`src/rtl/dm_arb.sv`:
```
// Two-master arbiter/sequencer for a word-wide data memory with byte/half RMW stores.
// Build option: define DM_ARB_FIXED_PRIO_EN for fixed m0 priority instead of round-robin.
module dm_arb #(
  parameter int unsigned ADDR_W = 10,
  parameter int unsigned DATA_W = 32
) (
  input  logic              clk,
  input  logic              rst,
  input  logic              m0_req,
  input  logic              m0_we,
  input  logic [1:0]        m0_size,
  input  logic [ADDR_W-1:0] m0_addr,
  input  logic [DATA_W-1:0] m0_wdata,
  output logic              m0_ack,
  output logic              m0_err,
  output logic [DATA_W-1:0] m0_rdata,
  input  logic              m1_req,
  input  logic              m1_we,
  input  logic [1:0]        m1_size,
  input  logic [ADDR_W-1:0] m1_addr,
  input  logic [DATA_W-1:0] m1_wdata,
  output logic              m1_ack,
  output logic              m1_err,
  output logic [DATA_W-1:0] m1_rdata,
  output logic [ADDR_W-1:0] mem_addr,
  output logic [DATA_W-1:0] mem_din,
  output logic              mem_we,
  input  logic [DATA_W-1:0] mem_dout
);

  typedef enum logic [2:0] {S_IDLE, S_RD, S_CAP, S_WR, S_ACK} state_t;

  state_t              r_state, w_state_nxt;
  logic                w_any_req, w_gnt1;
  logic                w_sel_we, w_sel_err;
  logic [1:0]          w_sel_size;
  logic [ADDR_W-1:0]   w_sel_addr;
  logic [DATA_W-1:0]   w_sel_wdata;
  logic                r_id, r_we, r_err;
  logic [1:0]          r_size, r_lane;
  logic [15:0]         r_wdata;
  logic                w_ack_nxt, w_id_nxt, w_err_nxt;
  logic [4:0]          w_shamt;
  logic [DATA_W-1:0]   w_lane_data, w_ld_data, w_ins, w_mask, w_merged;
  logic                r_m0_ack, r_m0_err, r_m1_ack, r_m1_err, r_mem_we;
  logic [DATA_W-1:0]   r_m0_rdata, r_m1_rdata, r_mem_din;
  logic [ADDR_W-1:0]   r_mem_addr;

  assign w_any_req = m0_req | m1_req;

`ifdef DM_ARB_FIXED_PRIO_EN
  assign w_gnt1 = m1_req & ~m0_req;
`else
  logic r_rr;
  // r_rr=1 prefers m1 on a tie; after each grant it points at the other master
  assign w_gnt1 = m1_req & (~m0_req | r_rr);
  always_ff @(posedge clk or posedge rst) begin
    if (rst)                  r_rr <= 1'b0;
    else if (r_state == S_ACK) r_rr <= ~r_id;
  end
`endif

  // Winner's request fields and alignment/size error check
  always_comb begin
    w_sel_we    = w_gnt1 ? m1_we    : m0_we;
    w_sel_size  = w_gnt1 ? m1_size  : m0_size;
    w_sel_addr  = w_gnt1 ? m1_addr  : m0_addr;
    w_sel_wdata = w_gnt1 ? m1_wdata : m0_wdata;
    w_sel_err   = (w_sel_size == 2'd3) ||
                  ((w_sel_size == 2'd1) && w_sel_addr[0]) ||
                  ((w_sel_size == 2'd2) && (w_sel_addr[1:0] != 2'b00));
  end

  always_ff @(posedge clk or posedge rst) begin
    if (rst) r_state <= S_IDLE;
    else     r_state <= w_state_nxt;
  end

  always_comb begin
    w_state_nxt = r_state;
    case (r_state)
      S_IDLE: begin
        if (w_any_req) begin
          if (w_sel_err)                             w_state_nxt = S_ACK;
          else if (w_sel_we && (w_sel_size == 2'd2)) w_state_nxt = S_WR;
          else                                       w_state_nxt = S_RD;
        end
      end
      S_RD:    w_state_nxt = S_CAP;
      S_CAP:   w_state_nxt = r_we ? S_WR : S_ACK;
      S_WR:    w_state_nxt = S_ACK;
      S_ACK:   w_state_nxt = S_IDLE;
      default: w_state_nxt = S_IDLE;
    endcase
  end

  // Lane extraction for loads and lane merge for sub-word stores
  always_comb begin
    w_ack_nxt   = (w_state_nxt == S_ACK);
    w_id_nxt    = (r_state == S_IDLE) ? w_gnt1    : r_id;
    w_err_nxt   = (r_state == S_IDLE) ? w_sel_err : r_err;
    w_shamt     = {r_lane, 3'b000};
    w_lane_data = mem_dout >> w_shamt;
    case (r_size)
      2'd0:    w_ld_data = DATA_W'(w_lane_data[7:0]);
      2'd1:    w_ld_data = DATA_W'(w_lane_data[15:0]);
      default: w_ld_data = mem_dout;
    endcase
    w_ins    = (r_size == 2'd0) ? DATA_W'(r_wdata[7:0]) : DATA_W'(r_wdata);
    w_mask   = ((r_size == 2'd0) ? DATA_W'(32'h0000_00FF) : DATA_W'(32'h0000_FFFF)) << w_shamt;
    w_merged = (mem_dout & ~w_mask) | (w_ins << w_shamt);
  end

  always_ff @(posedge clk or posedge rst) begin
    if (rst) begin
      r_id       <= 1'b0;
      r_we       <= 1'b0;
      r_err      <= 1'b0;
      r_size     <= 2'd0;
      r_lane     <= 2'd0;
      r_wdata    <= 16'd0;
      r_m0_ack   <= 1'b0;
      r_m0_err   <= 1'b0;
      r_m1_ack   <= 1'b0;
      r_m1_err   <= 1'b0;
      r_m0_rdata <= '0;
      r_m1_rdata <= '0;
      r_mem_addr <= '0;
      r_mem_din  <= '0;
      r_mem_we   <= 1'b0;
    end else begin
      r_m0_ack <= w_ack_nxt & ~w_id_nxt;
      r_m1_ack <= w_ack_nxt &  w_id_nxt;
      r_m0_err <= w_ack_nxt & ~w_id_nxt & w_err_nxt;
      r_m1_err <= w_ack_nxt &  w_id_nxt & w_err_nxt;
      r_mem_we <= (w_state_nxt == S_WR);
      if ((r_state == S_IDLE) && w_any_req) begin
        r_id    <= w_gnt1;
        r_we    <= w_sel_we;
        r_err   <= w_sel_err;
        r_size  <= w_sel_size;
        r_lane  <= w_sel_addr[1:0];
        r_wdata <= w_sel_wdata[15:0];
        if (!w_sel_err) r_mem_addr <= {w_sel_addr[ADDR_W-1:2], 2'b00};
        if (w_state_nxt == S_WR) r_mem_din <= w_sel_wdata;
      end
      if (r_state == S_CAP) begin
        if (r_we)      r_mem_din  <= w_merged;
        else if (r_id) r_m1_rdata <= w_ld_data;
        else           r_m0_rdata <= w_ld_data;
      end
    end
  end

  assign m0_ack   = r_m0_ack;
  assign m0_err   = r_m0_err;
  assign m0_rdata = r_m0_rdata;
  assign m1_ack   = r_m1_ack;
  assign m1_err   = r_m1_err;
  assign m1_rdata = r_m1_rdata;
  assign mem_addr = r_mem_addr;
  assign mem_din  = r_mem_din;
  assign mem_we   = r_mem_we;

endmodule

```
`config.mk`:
```
export PLATFORM = sky130hd
export DESIGN_NAME = dm_arb
export DESIGN_NICKNAME = d
export VERILOG_FILES = /design/src/rtl/dm_arb.sv
export SDC_FILE = /design/constraint.sdc
export NUM_CORES = 1
export LEC_CHECK = 0
export CAP_MARGIN = 20
export CORE_ASPECT_RATIO = 0.5
export CORE_MARGIN = 8
export CORE_UTILIZATION = 51
export CTS_CLUSTER_SIZE = 25
export DETAILED_ROUTE_END_ITERATION = 12
export PLACE_DENSITY = 0.87
export SYNTH_ARGS = -nofsm -noshare
export SYNTH_HDL_FRONTEND = slang
export SYNTH_SLANG_ARGS = --single-unit
```
`constraint.sdc`:
```
create_clock -name clk -period 11.9 [get_ports clk]
set_clock_uncertainty 0.1 [all_clocks]
set_input_delay 2.38 -clock clk [delete_from_list [all_inputs] [get_ports clk]]
set_output_delay 2.38 -clock clk [all_outputs]
set_load 0.02 [all_outputs]
```
# Word-level counts from Yosys, hierarchy flattened
# Index checks and enable logic that the tools add are counted.
# op_classes
n_reduce_logical	12
eq_ne	10
multipliers	0
div_mod_pow	0
n_bitwise	15
add_sub_neg	0
mux	18
n_lt_le_gt_ge	0
n_shift	3
# ops
operator	count
$mux W32	5
$pmux W32 S2	1
$shl A16 B5 Y32	2
$and A32 B32 Y32	1
$mux W16	2
$not A32 Y32	1
$or A32 B32 Y32	1
$shr A32 B5 Y16	1
$pmux W3 S4	1
$mux W10	1
$eq A3 B2 Y1 const B	3
$mux W3	3
$eq A3 B3 Y1 const B	2
$reduce_and A3 Y1	2
$and A1 B1 Y1	5
$not A1 Y1	5
$eq A2 B1 Y1 const B	2
$eq A2 B2 Y1 const B	2
$logic_and A1 B1 Y1	4
$mux W2	2
$eq A3 B1 Y1 const B	1
$logic_not A3 Y1	1
$mux W1	3
$logic_not A2 Y1	1
other kinds (4)	6
# word_totals
romBits	0
n_memories	0
ramBits	0
latch_bits	0
ff_bits	136
output_inout_bits	111

# Longest topological paths before layout
# logic_depth
depth_word	16
ltp_mapped	8
depth_no_buf	5

# Worst setup path before layout
# No wires, ideal clock.
# synth_timing
path_kind	input port to flip-flop
start	input port m0_req
end	register r_mem_din[27] (netlist: mem_din[27])
setup_ns	0.130
path_slack_ns	8.029
t_arrival_ns	3.641
cell_stages	7
path_buffers	2
cell_sequence	nand2b_1 buf_2 nand2_1 buf_2 mux2_2 o31ai_1 o22ai_1
# synth_between
elab_chain_cells	16
word_cells_on_any_way	27
cone_classes	eq/ne (4); mux (12); bitwise (4); reduce/logical (7)
# synth_lines
element	line_no	rtl
start: declaration	9	input logic m0_req,
$not A1 Y1	56	assign w_gnt1 = m1_req & (~m0_req | r_rr);
$or A1 B1 Y1	56	
$and A1 B1 Y1	56	
$mux W2	66	w_sel_size = w_gnt1 ? m1_size : m0_size;
$eq A2 B1 Y1	70	((w_sel_size == 2'd1) && w_sel_addr[0]) ||
$logic_and A1 B1 Y1	70	
$logic_or A1 B1 Y1	69	w_sel_err = (w_sel_size == 2'd3) ||
$logic_or A1 B1 Y1	70	
$mux W3	84	if (w_sel_err) w_state_nxt = S_ACK;
$mux W3	83	if (w_any_req) begin
$pmux W3 S4	81	case (r_state)
$eq A3 B2 Y1	145	if (w_state_nxt == S_WR) r_mem_din <= w_sel_wdata;
$mux W32	145	
$mux W32 (*)	137	if ((r_state == S_IDLE) && w_any_req) begin
$mux W32	148	if (r_we) r_mem_din <= w_merged;
$mux W32 (*)	147	if (r_state == S_CAP) begin
end signal: assignment	145	
end signal: assignment	148	
end: declaration	46	logic [DATA_W-1:0] r_m0_rdata, r_m1_rdata, r_mem_din;
# Mark *: on every way between the ends. The rest lies on a longest branch, timed or not.
# A chain may end at the register's enable or synchronous reset.

# Worst setup path in the final report
# layout_timing
start	input port m1_req
end	register r_mem_din[4] (netlist: mem_din[4])
# layout_between
elab_chain_cells	14
word_cells_on_any_way	25
cone_classes	eq/ne (4); mux (12); bitwise (2); reduce/logical (7)
# layout_lines
element	line_no	rtl
start: declaration	17	input logic m1_req,
$and A1 B1 Y1	56	
$mux W2	66	
$eq A2 B1 Y1	70	
$logic_and A1 B1 Y1	70	
$logic_or A1 B1 Y1	69	
$logic_or A1 B1 Y1	70	
$mux W3	84	
$mux W3	83	
$pmux W3 S4	81	
$eq A3 B2 Y1	145	
$mux W32	145	
$mux W32 (*)	137	
$mux W32	148	
$mux W32 (*)	147	
# Marked as above.

==> metrics.log <==
INFO  metric setup_tns = 0 ns
INFO  metric avgViaCountPerCell = 6.069
INFO  metric detail_route.first_pass.iterations = 8
INFO  metric io_buffer_count = ~230
INFO  metric grt_setup_unrepaired = false
INFO  metric drt_drc_violations_left = 0
INFO  metric post_synthesis_cell_area = between 0.007 and 0.008 mm²
INFO  metric clk_pin_slew_worst_paths = roughly 0.070 ns
INFO  metric core = between 0.01 and 0.015 mm²
INFO  metric finalWeightedCongestion = ~0.93
INFO  metric outcome = completed
INFO  metric drv.max_cap_violation_count = 0
INFO  metric asyncSetResetFlopFracSynth = 100.0%
INFO  metric fp.dieH = ~100 µm
INFO  metric ys.warnings.count = 0
INFO  metric globalRouteTotalUtil = 26.24%
INFO  metric synth.top_cells.by_count = 136 x dfrtp_1, 97 x nand2_1, 82 x o21ai_0
INFO  metric reg2reg_setup_slack = between 9 and 10 ns
INFO  metric worstHoldPathType = reg2reg
INFO  metric startpoint_type = primary input
INFO  metric clock_sink_count = between 100 and 150
INFO  metric post_synth_main_area_contributors = dfrtp_1 46%, mux2_2 9.8%, o21ai_0 5.5%
INFO  metric worst_endpoint_data_arrival_time = 4.99 ns
INFO  metric final_core_utilization = slightly above 70%
INFO  metric floorplan.die_area = ~0.019 mm²
INFO  metric drt-total-wl = 25.28 mm
INFO  metric required = 12.12 ns
INFO  metric cts_root_buf = clkbuf_16
INFO  metric synthMostInstantiatedCell = dfrtp_1
INFO  metric slew_at_the_pin_closest_to_its_max_slew_limit = roughly 1 ns
INFO  metric synth_cell_types = 47
INFO  metric ioPinCount = 237
INFO  metric cts_tree = done
INFO  metric synth-main-ff-cell = dfrtp_1
INFO  metric synthesis.instances = a little under 800
INFO  metric netlist.top_cell.by_area = dfrtp_1
INFO  metric netlist.area_leader.share = ~46%
INFO  metric setup.worst_path.class = in2reg
INFO  metric layout-drive-gt1-share = approximately 13%
INFO  metric cts_hold_repair.buffers = 0
INFO  metric synth.ff_latch_count = roughly 140
INFO  metric syn-mean-instance-area = between 9 and 10 µm²
INFO  metric n_antenna_cell = 0
INFO  metric hpwl = between 15 and 20 mm
INFO  metric top_achievable_clock_speed = around 210 MHz
INFO  metric nets = 1113
INFO  metric worstPathMaxFanout = 18
INFO  metric fin_hold_ws = 0.3787 ns
INFO  metric number_of_cts_inserted_buffers = 17
INFO  metric rows = 31
INFO  metric via_count_of_the_first_global_routing_pass = just over 7000
INFO  metric floorplan.die.width = approximately 190 µm
INFO  metric report.power.total = between 2 and 3 mW
INFO  metric max-clock-path-buffers = 2
INFO  metric pin_count_of_the_biggest_net_entering_global_routing = 77
INFO  metric finish_stage_setup_viols = 0
INFO  metric clk_latency = 0.42 ns
INFO  metric cts-resized-gates = 0
INFO  metric fin_crit = about 4.8 ns
INFO  metric final.period_utilization = 40.03%
INFO  metric synth.yosys.seq_area_share = between 40% and 50%
INFO  metric wl_per_cell = 21.10 µm
INFO  metric drv_slew = 0
INFO  metric drt-initial-drc-count = just under 900
INFO  metric pwr_density_cell = 274.9 mW/mm²
INFO  metric start_util = 51.88%
INFO  metric post_cts_buffers = 0
INFO  metric htree_num_levels = 4
INFO  metric drt.antenna.violating_nets = 0
INFO  metric grt_antenna_before_repair = 0
INFO  metric power_leakage = 4.260 nW
INFO  metric routed-via-count = between 7000 and 8000
INFO  metric overflow = 0
INFO  metric fillers = between 1000 and 1500
INFO  metric relSlewSlack = 31.70%
INFO  metric final-hold-violation-count = 0
INFO  metric irDropWorstVdd = 179.1 µV
INFO  metric area_growth = 39.84%
INFO  metric synth_edf_count = 0
INFO  metric end_kind = register
INFO  metric first_pass_grt_wire_length = 39.64 mm
==> area by class of cell <==
class	count	area [µm²]	area share, %
timing repair buffer	249	2455	23.58
clock buffer	19	442.9	4.254
sequential	136	3403	32.68
multi-input combinational	562	3667	35.22
tap	198	247.7	2.379
inverter	21	83.83	0.8051
clock inverter	13	112.6	1.081
==> final timing paths <==
check	startpoint	end	depth (start not counted)
worst min register to register	m0_rdata[26]$_DFFE_PP0P_	m0_rdata[26]$_DFFE_PP0P_	2
worst max-delay path	m1_req	mem_din[4]$_DFF_PP0_	7
min in group asynchronous	rst	m1_rdata[0]$_DFFE_PP0P_	2
worst min-delay path	m0_rdata[26]$_DFFE_PP0P_	m0_rdata[26]$_DFFE_PP0P_	2
max in group asynchronous	rst	mem_din[15]$_DFF_PP0_	3
worst max register to register	r_state[1]$_DFF_PP0_	mem_din[28]$_DFF_PP0_	5
==> logic make-up after synthesis <==
group                  synth area share [%]
AOI/OAI and AO/OA                     24.05
and+or+nand+nor                       12.33
DFF                                   45.71
buffers and inverters                 5.344
muxes                                 12.52
other                               0.05036
==> critical path, cell delays in order <==
cell             delay (ns)
clkdlybuf4s50_1        0.71
inv_1                  0.16
o21ai_0                0.39
a211o_1                0.62
buf_4                  0.37
o31ai_1                0.13
o22ai_1                0.21
==> where the power goes <==
part	switching, mW	internal (mW)
Sequential	0.172	0.682
Combinational	0.844	0.665
Clock	0.222	0.278
==> cells in the final DEF, fill, tap and decap left out, types with 10 or more instances in the layout <==
master,instances
clkdlybuf4s50_1,234
dfrtp_1,136
nand2_1,96
o21ai_0,82
mux2_2,65
a21oi_1,52
nor2_1,49
o31ai_1,31
o22ai_1,30
inv_1,20
mux2i_1,20
a31oi_1,17
clkbuf_16,17
o22a_1,15
buf_4,15
nand2b_1,10
==> per-stage QoR <==
step	instances	setup slack, ns	instance area, µm²
6_report	1198	7.136	10410
5_1_grt	1198	6.962	10410
4_1_cts	1198	7.174	10410
3_5_place_dp	1166	6.719	9857
3_3_place_gp	1166	6.880	9857
2_1_floorplan	791	5.781	7450
==> layer usage <==
metal	global-route usage, %	vias to the layer above	share of wire [%]
met5	0	-	0
met4	11.70	0	4.0
met3	9.072	86	11
met2	41.22	434	46
met1	32.74	3502	39
li1	-	3249	-
==> state kept, by name, indices dropped and copies added, names as in the netlist <==
name and count:
m0_ack 1, m0_err 1, m0_rdata 32, m1_ack 1, m1_err 1, m1_rdata 32, mem_addr 8, mem_din 32
mem_we 1, r_err 1, r_id 1, r_lane 2, r_rr 1, r_size 2, r_state 3, r_wdata 16
r_we 1
(Power assumes the default switching activity.)
